File: src/rtl/imm_gen_pipe.sv
// Registered immediate extender between decode and ID/EX, with a prefix
// mechanism that supplies the high byte of a full immediate for the next instruction.
module imm_gen_pipe #(
  parameter int DATA_W = 16,
  parameter int PFX_W  = 8
) (
  input  logic              clk,
  input  logic              rst_n,
  input  logic              in_valid,
  input  logic [15:0]       in_instr,
  input  logic [2:0]        imd_choice,
  input  logic              shft,
  input  logic              is_prefix,
  input  logic              stall,
  input  logic              flush,
  output logic              in_ready,
  output logic              out_valid,
  output logic [DATA_W-1:0] out_imm,
  output logic              out_prefixed,
  output logic              out_err,
  output logic              pfx_pending
);

  typedef enum logic {IDLE, PFX} state_t;

  state_t               state, state_nxt;
  logic [PFX_W-1:0]     pfx_reg;
  logic                 accept;
  logic                 prefixed_p0;
  logic                 err_p0;
  logic signed [DATA_W-1:0] imm_p0;
  logic                 unused_hi;

  function automatic logic signed [DATA_W-1:0] ext_normal(input logic [11:0] instr,
                                                          input logic [2:0]  mode);
    logic signed [DATA_W-1:0] r;
    case (mode)
      3'b000:  r = DATA_W'($signed(instr[8:0])) << 1;
      3'b001:  r = DATA_W'($signed(instr[3:0]));
      3'b010:  r = DATA_W'($signed(instr[7:0]));
      3'b011:  r = $signed(DATA_W'(instr[7:0]));
      3'b100:  r = $signed(DATA_W'({instr[7:0], 8'h00}));
      3'b101:  r = DATA_W'($signed(instr[11:0])) << 1;
      default: r = '0;
    endcase
    return r;
  endfunction

  function automatic logic signed [DATA_W-1:0] ext_prefixed(input logic [PFX_W-1:0] pfx,
                                                            input logic [7:0]       lo);
    return DATA_W'($signed({pfx, lo}));
  endfunction

  function automatic logic signed [DATA_W-1:0] shift_opt(input logic signed [DATA_W-1:0] x,
                                                         input logic                     en);
    return en ? (x << 1) : x;
  endfunction

  assign accept    = in_valid & ~stall & ~flush;
  assign unused_hi = ^in_instr[15:12];

  // Stage p0: combinational extension of the presented instruction
  always_comb begin
    prefixed_p0 = (state == PFX);
    err_p0      = ~prefixed_p0 & imd_choice[2] & imd_choice[1];
    imm_p0      = shift_opt(prefixed_p0 ? ext_prefixed(pfx_reg, in_instr[7:0])
                                        : ext_normal(in_instr[11:0], imd_choice),
                            shft);
  end

  always_ff @(posedge clk or negedge rst_n) begin
    if (!rst_n) state <= IDLE;
    else        state <= state_nxt;
  end

  always_comb begin
    state_nxt = state;
    if (flush)       state_nxt = IDLE;
    else if (accept) state_nxt = is_prefix ? PFX : IDLE;
  end

  always_comb begin
    pfx_pending = (state == PFX);
    in_ready    = ~stall;
  end

  // Stage p0 -> output register; flush wins over stall
  always_ff @(posedge clk or negedge rst_n) begin
    if (!rst_n) begin
      out_valid    <= 1'b0;
      out_imm      <= '0;
      out_prefixed <= 1'b0;
      out_err      <= 1'b0;
      pfx_reg      <= '0;
    end else if (flush) begin
      out_valid    <= 1'b0;
      out_imm      <= '0;
      out_prefixed <= 1'b0;
      out_err      <= 1'b0;
      pfx_reg      <= '0;
    end else if (!stall) begin
      out_valid <= accept & ~is_prefix;
      if (accept) begin
        if (is_prefix) begin
          pfx_reg <= in_instr[PFX_W-1:0];
        end else begin
          out_imm      <= imm_p0;
          out_prefixed <= prefixed_p0;
          out_err      <= err_p0;
        end
      end
    end
  end

endmodule

File: config.mk
export PLATFORM = sky130hd
export DESIGN_NAME = imm_gen_pipe
export DESIGN_NICKNAME = d
export VERILOG_FILES = /design/src/rtl/imm_gen_pipe.sv
export SDC_FILE = /design/constraint.sdc
export NUM_CORES = 1
export LEC_CHECK = 0
export ABC_AREA = 0
export CAP_MARGIN = 30
export CORE_MARGIN = 4
export CORE_UTILIZATION = 44
export DETAILED_ROUTE_END_ITERATION = 8
export GPL_ROUTABILITY_DRIVEN = 0
export GPL_TIMING_DRIVEN = 1
export PLACE_DENSITY = 0.81
export SLEW_MARGIN = 20
export SYNTH_ARGS = -nofsm -noshare
export SYNTH_HDL_FRONTEND = slang
export SYNTH_SLANG_ARGS = --single-unit
File: constraint.sdc
create_clock -name clk -period 1.3 [get_ports clk]
set_clock_uncertainty 0.05 [all_clocks]
set_input_delay 0.26 -clock clk [delete_from_list [all_inputs] [get_ports clk]]
set_output_delay 0.26 -clock clk [all_outputs]
set_load 0.03 [all_outputs]
Word level (Yosys, flattened, before mapping)
Index checks and enable logic that the tools add are counted.
{"block": "word_totals", "ff_bits": 28, "output_inout_bits": 21, "elab_cells": 51, "inputBits": 26}
{"block": "op_classes", "muxes": 24, "eq_ne": 7, "bitwise": 9, "reduce_logical": 5}
{"cell": "2-to-1 mux 16 bit", "n": 6}
{"cell": "one-hot mux 16 bit (6 select lines)", "n": 1}
{"cell": "2-to-1 mux 8 bit", "n": 4}
{"cell": "2-to-1 mux 1 bit", "n": 13}
{"cell": "equality test 3 x 2 -> 1 bit (second input constant)", "n": 2}
{"cell": "equality test 3 bit (second input constant)", "n": 2}
{"cell": "AND reduction 3 bit", "n": 2}
{"cell": "AND 1 bit", "n": 5}
{"cell": "inequality test 2 x 1 -> 1 bit (second input constant)", "n": 2}
{"cell": "NOT 1 bit", "n": 4}
{"cell": "nonzero test 2 bit", "n": 2}
{"cell": "equality test 3 x 1 -> 1 bit (second input constant)", "n": 1}
{"cell": "zero test 3 bit", "n": 1}

Longest topological paths before layout
Gate-level depths: netlist of the first run.
{"block": "depth", "ltp_word": 8, "mapped_depth": 7, "mapped_depth_nobuf": 5}

Worst setup path after synthesis of the first run
No wires, ideal clock.
{"block": "synth_timing", "path_type": "register to register", "startpoint": "register state (netlist: pfx_pending)", "endpoint": "register out_imm[8]", "slack_ns": -0.271, "t_arrival_ns": 1.446, "path_stages_with_launch": 6, "required_ns": 1.176, "period_less_slack_ns": 1.571, "n_path_buf": 0, "setup_time_ns": 0.074, "path_cell_list": "dfrtp_1 -> or2_1 -> a311o_1 -> a31oi_1 -> o21ai_1 -> a21oi_2"}
{"block": "synth_between", "elab_chain_cells": 6}
{"item": "from (decl)", "line_no": "26", "rtl": "state_t state, state_nxt;"}
{"item": "from (signal assigned)", "line_no": "73", "rtl": "else state <= state_nxt;"}
{"item": "2-to-1 mux 16 bit", "line_no": "66", "rtl": "imm_p0 = shift_opt(prefixed_p0 ? ext_prefixed(pfx_reg, in_instr[7:0])"}
{"item": "2-to-1 mux 16 bit", "line_no": "56", "rtl": "return en ? (x << 1) : x;"}
{"item": "2-to-1 mux 16 bit", "line_no": "104", "rtl": "if (is_prefix) begin"}
{"item": "2-to-1 mux 16 bit", "line_no": "103", "rtl": "if (accept) begin"}
{"item": "2-to-1 mux 16 bit", "line_no": "101", "rtl": "end else if (!stall) begin"}
{"item": "2-to-1 mux 16 bit", "line_no": "95", "rtl": "end else if (flush) begin"}
{"item": "to (signal assigned)", "line_no": "107", "rtl": "out_imm <= imm_p0;"}
{"item": "to (decl)", "line_no": "18", "rtl": "output logic [DATA_W-1:0] out_imm,"}
Every way passes these cells. The select of a mux whose other input is x is not followed.
A chain may end at the register's enable or synchronous reset.

Worst setup path in the final report of the first run
{"block": "layout_timing", "startpoint": "register state (netlist: pfx_pending)", "endpoint": "register out_imm[4]"}
The elaborated chain is that of the path after synthesis.

==> results of run 1 <==
worst max path at each step:
stage                        endpoint  slack (ns)
final                      out_imm[4]       -0.35
after global routing       out_imm[4]       -0.40
after CTS                  out_imm[8]       -0.24
after detailed placement  out_imm[14]       -0.77
after global placement    out_imm[15]       -0.68
after floorplan            out_imm[8]       -0.20
kinds of logic (layout without fill, tap and decap cells):
kind of cell	after synthesis	after routing	share of synthesized area
mux	21	21	0.128
compound gates	58	58	0.205
flops	28	28	0.376
buf+inv	20	114	0.0625
simple gates	80	80	0.224
xor+xnor	1	1	0.00470
critical path, stage by stage (launching register included):
cell	delay [ns]
dfrtp_2	0.48
buf_6	0.15
or2_4	0.26
a32o_2	0.27
mux2i_1	0.21
o21ai_1	0.11
layout make-up:
type | count | area [um^2]
clock buffers | 4 | 55.1
fillers | 258 | 918
inverters | 4 | 15.0
multi-input cells | 160 | 1340
flip-flops and latches | 28 | 702
well taps | 50 | 62.6
repair buffers | 106 | 962
per-stage QoR:
stage / cell area (um^2) / TNS (ns) / utilization / worst slack [ns]
after floorplan: 1900 / -1.14 / - / -0.200
after global placement: 2600 / -13.13 / 0.642 / -0.677
after detailed placement: 2600 / -14.00 / 0.642 / -0.766
after CTS: 2810 / -2.24 / 0.693 / -0.240
after global routing: 3140 / -4.15 / 0.774 / -0.402
final: 3140 / -3.47 / 0.774 / -0.352
what timing repair did:
item | in CTS | in global routing
setup buffers | 6 | 10
endpoints found under the setup margin | 21 | 28
gates cloned | 1 | 0
pin swaps | 9 | 19
resized for setup | 42 | 57
power by group through the flow:
| stage | Combinational, mW | Clock [mW] | Sequential, mW |
|---|---|---|---|
| after CTS | 0.669 | 0.569 | 0.916 |
| after floorplan | 0.296 | 0 | 0.971 |
| after global placement | 0.614 | 0 | 0.933 |
| after global routing | 0.877 | 0.593 | 0.922 |
| after detailed placement | 0.623 | 0 | 0.934 |
| final | 0.831 | 0.568 | 0.919 |
layer usage:
layer  track usage  up-vias
met2         0.409      121
li1              -      940
met1         0.282     1032
met3        0.0427       27
met5             0        -
met4        0.0635        0
cells in the final DEF, fill, tap and decap left out, types with 5 or more instances in the layout:
master | netlist | layout
buf_12 | 0 | 5
nor2_1 | 16 | 13
a21oi_2 | 1 | 8
dfrtp_1 | 28 | 27
buf_4 | 2 | 65
nand2_1 | 16 | 16
a21oi_1 | 20 | 10
clkdlybuf4s50_1 | 0 | 5
buf_6 | 2 | 14
mux2i_1 | 13 | 13
nand3b_1 | 7 | 7
nor2_4 | 0 | 5
nand2b_4 | 0 | 6
nand3_1 | 13 | 10
dlygate4sd2_1 | 0 | 8
==> key figures, run 1 <==
Timing
  – Final Hold Violating Endpoints: 0
  – PnR worst setup slack: -0.352 ns
  – Unrepaired setup endpoints after global routing: true
  – Setup violators final: 16
  – Period utilisation layout: 1.27
  – Actual slew at the worst max-slew pin: 0.374 ns
  – Fmax: 605 MHz
  – Pins Over Slew Limit: 0
  – Hold_ws: 0.269 ns
  – Final min period: 1.65 ns
  – Relative max-transition margin: 0.748

Drt
  – Wire length per cell: 20.1 um
  – Starting DRT DRC Count: 237
  – Met2 wire length: 3730 um
  – Via count: 2120
  – Met1 wire length: 2660 um
  – DRT antenna net count: 0
  – Vias per cell: 6.02
  – Residual DRC: 0
  – TritonRoute pass-1 iters: 4
  – Met3 wire len: 468 um
  – DRT Wirelength: 7080 um
  – Max Used Layer: met4

Clock network
  – Reg clk slew, reported paths: 0.10 ns
  – TritonCTS Sinks: 28
  – Clock Tree Buf Depth: 2
  – TritonCTS Buffers: 3
  – Clk root buf: clkbuf_8
  – Hold Buf Count CTS: 0
  – H-tree depth: 1
  – CTS tree: done
  – Clk_lat worst skew: 0.28 ns

Synthesis
  – Cells after synthesis: 208
  – Leading area contributor after synthesis: dfrtp_1
  – Commonest cells post-synth: dfrtp_1, a21oi_1, nand2_1, nor2_1
  – Distinct cells, synth: 51
  – Post-synthesis register bit count: 28
  – Post-synth EDFFs: 0
  – Synth Area per Inst: 8.96 um^2
  – Synth warnings: 0
  – Top post-synthesis cells by area: dfrtp_1, mux2i_1, a21oi_1
  – Synth Flop Type: dfrtp_1
  – Syn_nets: 234
  – Most frequent cell after synthesis: dfrtp_1
  – Asr flop ratio synth: 1.00
  – Seq/Total Area, Yosys: 0.376
  – Area of the mapped netlist: 1860 um^2
  – Post-synth top area share: 0.376

Power and ir drop
  – Peak VDD IR: 0.000562 V
  – Sw Share: 0.322
  – Overall power: 2.32 mW
  – Flop pwr share: 0.397
  – Int Power: 1.57 mW
  – Pwr Density: 739 nW/um^2
  – Clock power frac: 0.245
  – Comb pwr share: 0.359
  – LEAKAGE: 1.48 nW
  – Switching power of the nets: 0.747 mW

Worst setup path
  – Crit end category: flip-flop
  – Startpoint types: flip-flop
  – Flop2flop setup slack: -0.35 ns
  – WP data required: 1.42 ns
  – WS Path Type: flip-flop to flip-flop
  – Worst-path fanout max: 6
  – Critical path origin: pfx_pending
  – Arr. time, crit path: 1.77 ns
  – Worst R2R Start: pfx_pending
  – Worst R2R Path Depth: 5
  – Reg-to-Reg End: out_imm[4]

Outcome
  – Status: complete, but fails checks
  – Failing checks: negative setup slack

Floorplan
  – Core area: 4060 um^2
  – IO Pins: 47
  – Die width: 73.1 um
  – Placement Rows: 23
  – Die area: 5340 um^2
  – Chip height: 73.1 um
  – Starting density of the core: 0.459

GRT
  – First-pass GRT wire length: 9630 um
  – GRT overflow: 0
  – Vias in the first global route: 1993
  – GRT Util Overall: 0.230
  – Largest net degree at the start of global routing: 29
  – Antenna violations before repair: 0

Final layout
  – Area grow syn2layout: 68.5%
  – Layout net count: 329
  – Largest register FFs: 16
  – # diodes: 0
  – Non-Filler Instances: 352
  – Share of cells above drive strength 1: 0.493

Placement
  – Placed Cells: 333
  – I/O Buffers: 42
  – DP HPWL: 4160 um

Job
  – Max Cap Viol: 0

Worst hold path
  – Worst hold path class: input pin to async pin
Power figures use the tool's default switching activity.
==> inputs of run 2 (changes only) <==
Settings changed: CORE_MARGIN 4 to 10, CTS_CLUSTER_DIAMETER from default to 80.
==> run 2 against run 1 <==
Compared with the run above:
- cell area down 1.2%
- sequential share of layout area up 0.28 points
- maximum frequency up 5.5%
- the flow still finishes with violations (negative setup slack)
- combinational power up 2%
- via count up 2.6%
- largest cell class unchanged
- sequential cell count unchanged
- sequential power about the same
- core utilization down 0.96 points
- critical path depth unchanged
- critical endpoint is now out_imm[8]
- setup slack better by 0.085 ns
- worst hold slack better by 0.0029 ns
- cell count unchanged
- largest power group unchanged
==> key figures, run 2 (synthesis results as in run 1) <==
Clock network
  – Hold Buf Count CTS: 0 (unchanged)
  – CTS tree: done
  – H-tree depth: 1 (unchanged)
  – Clock Tree Buf Depth: 2 (unchanged)
  – Clk root buf: clkbuf_8
  – Reg clk slew, reported paths: 0.10 ns (about the same)
  – TritonCTS Buffers: 3 (unchanged)
  – TritonCTS Sinks: 28 (unchanged)
  – Clk_lat worst skew: 0.28 ns (about the same)

Floorplan
  – Core area: 4060 um^2 (unchanged)
  – IO Pins: 47 (unchanged)
  – Placement Rows: 23 (unchanged)
  – Die area: 7240 um^2 (+36%)
  – Chip height: 85.1 um (+16%)
  – Die width: 85.1 um (+16%)
  – Starting density of the core: 0.459 (unchanged)

Drt
  – TritonRoute pass-1 iters: 6 (+2)
  – DRT antenna net count: 0 (unchanged)
  – Residual DRC: 0 (unchanged)
  – Starting DRT DRC Count: 250 (+5.5%)
  – Vias per cell: 6.18 (+2.6%)
  – Wire length per cell: 20.9 um (+4.0%)
  – DRT Wirelength: 7360 um (+4.0%)
  – Via count: 2176 (+2.6%)

GRT
  – Grt met1 use: 0.193 (-0.0891)
  – M2 GR Usage: 0.345 (-0.0644)
  – Antenna violations before repair: 0 (unchanged)
  – GR Layer Usage met3: 0.0554 (+0.0127)
  – First-pass GRT wire length: 11500 um (+19%)
  – Vias in the first global route: 2341 (+17%)
  – Largest net degree at the start of global routing: 29 (unchanged)
  – GRT busiest layer: met2
  – GRT overflow: 0 (unchanged)
  – GRT Util Overall: 0.189 (-0.0415)

Timing
  – Final Hold Violating Endpoints: 0 (unchanged)
  – PnR worst setup slack: -0.267 ns (+0.0854 ns)
  – Setup violators final: 17 (+1)
  – Final min period: 1.57 ns (-0.0854 ns)
  – Unrepaired setup endpoints after global routing: true
  – Relative max-transition margin: 0.763 (+0.0144)
  – Fmax: 638 MHz (+5.5%)
  – Actual slew at the worst max-slew pin: 0.346 ns (-0.0275 ns)
  – Period utilisation layout: 1.21 (-0.0657)
  – Pins Over Slew Limit: 0 (unchanged)

Worst setup path
  – Worst-path fanout max: 3 (-3)
  – Arr. time, crit path: 1.74 ns (-0.03 ns)
  – Flop2flop setup slack: -0.27 ns (+0.09 ns)
  – WS Path Type: flip-flop to flip-flop
  – Crit end category: flip-flop
  – Startpoint types: flip-flop
  – WP data required: 1.47 ns (+0.05 ns)

Placement
  – I/O Buffers: 42 (unchanged)
  – DP HPWL: 4580 um (+10%)
  – Placed cell area: 2600 um^2 (-0.29%)
  – Placed Cells: 332 (-0.30%)

Final layout
  – Layout net count: 329 (unchanged)
  – Non-Filler Instances: 352 (unchanged)
  – Area grow syn2layout: 66.4%
  – Post-route cell area: 3100 um^2 (-1.2%)
  – Share of cells above drive strength 1: 0.483 (-0.00993)
  – Largest register FFs: 16 (unchanged)
  – Leading cell types in the layout, fill and taps excluded: buf_4, dfrtp_1, nand2_1, buf_6, nor2_1
  – Fillers: 255 (-1.2%)
  – # diodes: 0 (unchanged)
  – Commonest non-fill, non-tap cell in the layout: buf_4

Power and ir drop
  – Pwr Density: 749 nW/um^2 (+1.5%)
  – LEAKAGE: 1.44 nW (-2.3%)
  – Peak VDD IR: 0.000629 V (+12%)

Outcome
  – Failing checks: negative setup slack
  – Status: complete, but fails checks

Job
  – Max Cap Viol: 0 (unchanged)

Worst hold path
  – Worst hold path class: input pin to async pin
==> run 2: cell types whose count changed in the layout (fill, tap and decap cells not counted), moves of 2 or more <==
cell / previous run / this run
mux2_4: 3 / 5
nor2_2: 0 / 2
a21oi_2: 8 / 5
a21oi_4: 3 / 5
clkdlybuf4s50_1: 5 / 8
buf_6: 14 / 16
nand2b_1: 2 / 5
buf_12: 5 / 3
nand2b_4: 6 / 3
nor2_4: 5 / 2
dlygate4sd2_1: 8 / 6
dlymetal6s2s_1: 4 / 1
==> run 2: report_power, final <==
part,leakage (nW),switching [mW],internal [mW]
registers,0.384,0.0193,0.899
logic,1.03,0.435,0.409
clock network,0.0288,0.289,0.272
==> run 2: metrics by stage <==
stage / TNS [ns] / power, mW / hold slack (ns) / setup slack [ns] / util
after floorplan: -1.14 / 1.27 / -0.0856 / -0.200 / -
after global placement: -13.31 / 1.54 / 0.448 / -0.689 / 0.640
after detailed placement: -14.13 / 1.56 / 0.457 / -0.764 / 0.640
after CTS: -1.70 / 2.21 / 0.293 / -0.202 / 0.729
after global routing: -2.92 / 2.39 / 0.310 / -0.303 / 0.764
final: -2.26 / 2.32 / 0.272 / -0.267 / 0.764
==> run 2: cell type report <==
class,count,area [um^2],area share
multi-input cells,160,1330,0.428
inverters,4,15.0,0.00484
clock buffers,4,55.1,0.0178
flip-flops and latches,28,702,0.226
repair buffers,106,940,0.303
well taps,50,62.6,0.0202
==> run 2: worst paths after layout <==
check / startpoint / endpoint / cells after the start
setup / recovery: pfx_pending / out_imm[8] / 5
hold / removal: rst_n / out_imm[14] / 2
setup reg to reg: pfx_pending / out_imm[8] / 5
hold reg to reg: out_err / out_err / 2
max in group asynchronous: rst_n / pfx_pending / 2
min in group clk: flush / out_valid / 2
==> run 2: what timing repair did <==
item,4_1_cts,5_1_grt
resized for setup,70,30
setup buffers,13,3
pin swaps,32,8
setup endpoints to repair,22,18
cloned,0,1
==> run 2: per-layer routing <==
layer  part of all wire  vias to the layer above  routed length, um
met1               0.37                     1057               2690
met2               0.51                      138               3740
met5                  0                        -                  0
met3              0.085                       41                624
li1                   -                      940                  -
met4              0.042                        0                310
==> run 2: worst max-delay path: stages, from the launching register on <==
cell     delay [ns]
dfrtp_2        0.45
or2_1          0.26
a311o_1        0.33
a31oi_1        0.17
o21ai_1        0.12
a21oi_2        0.13
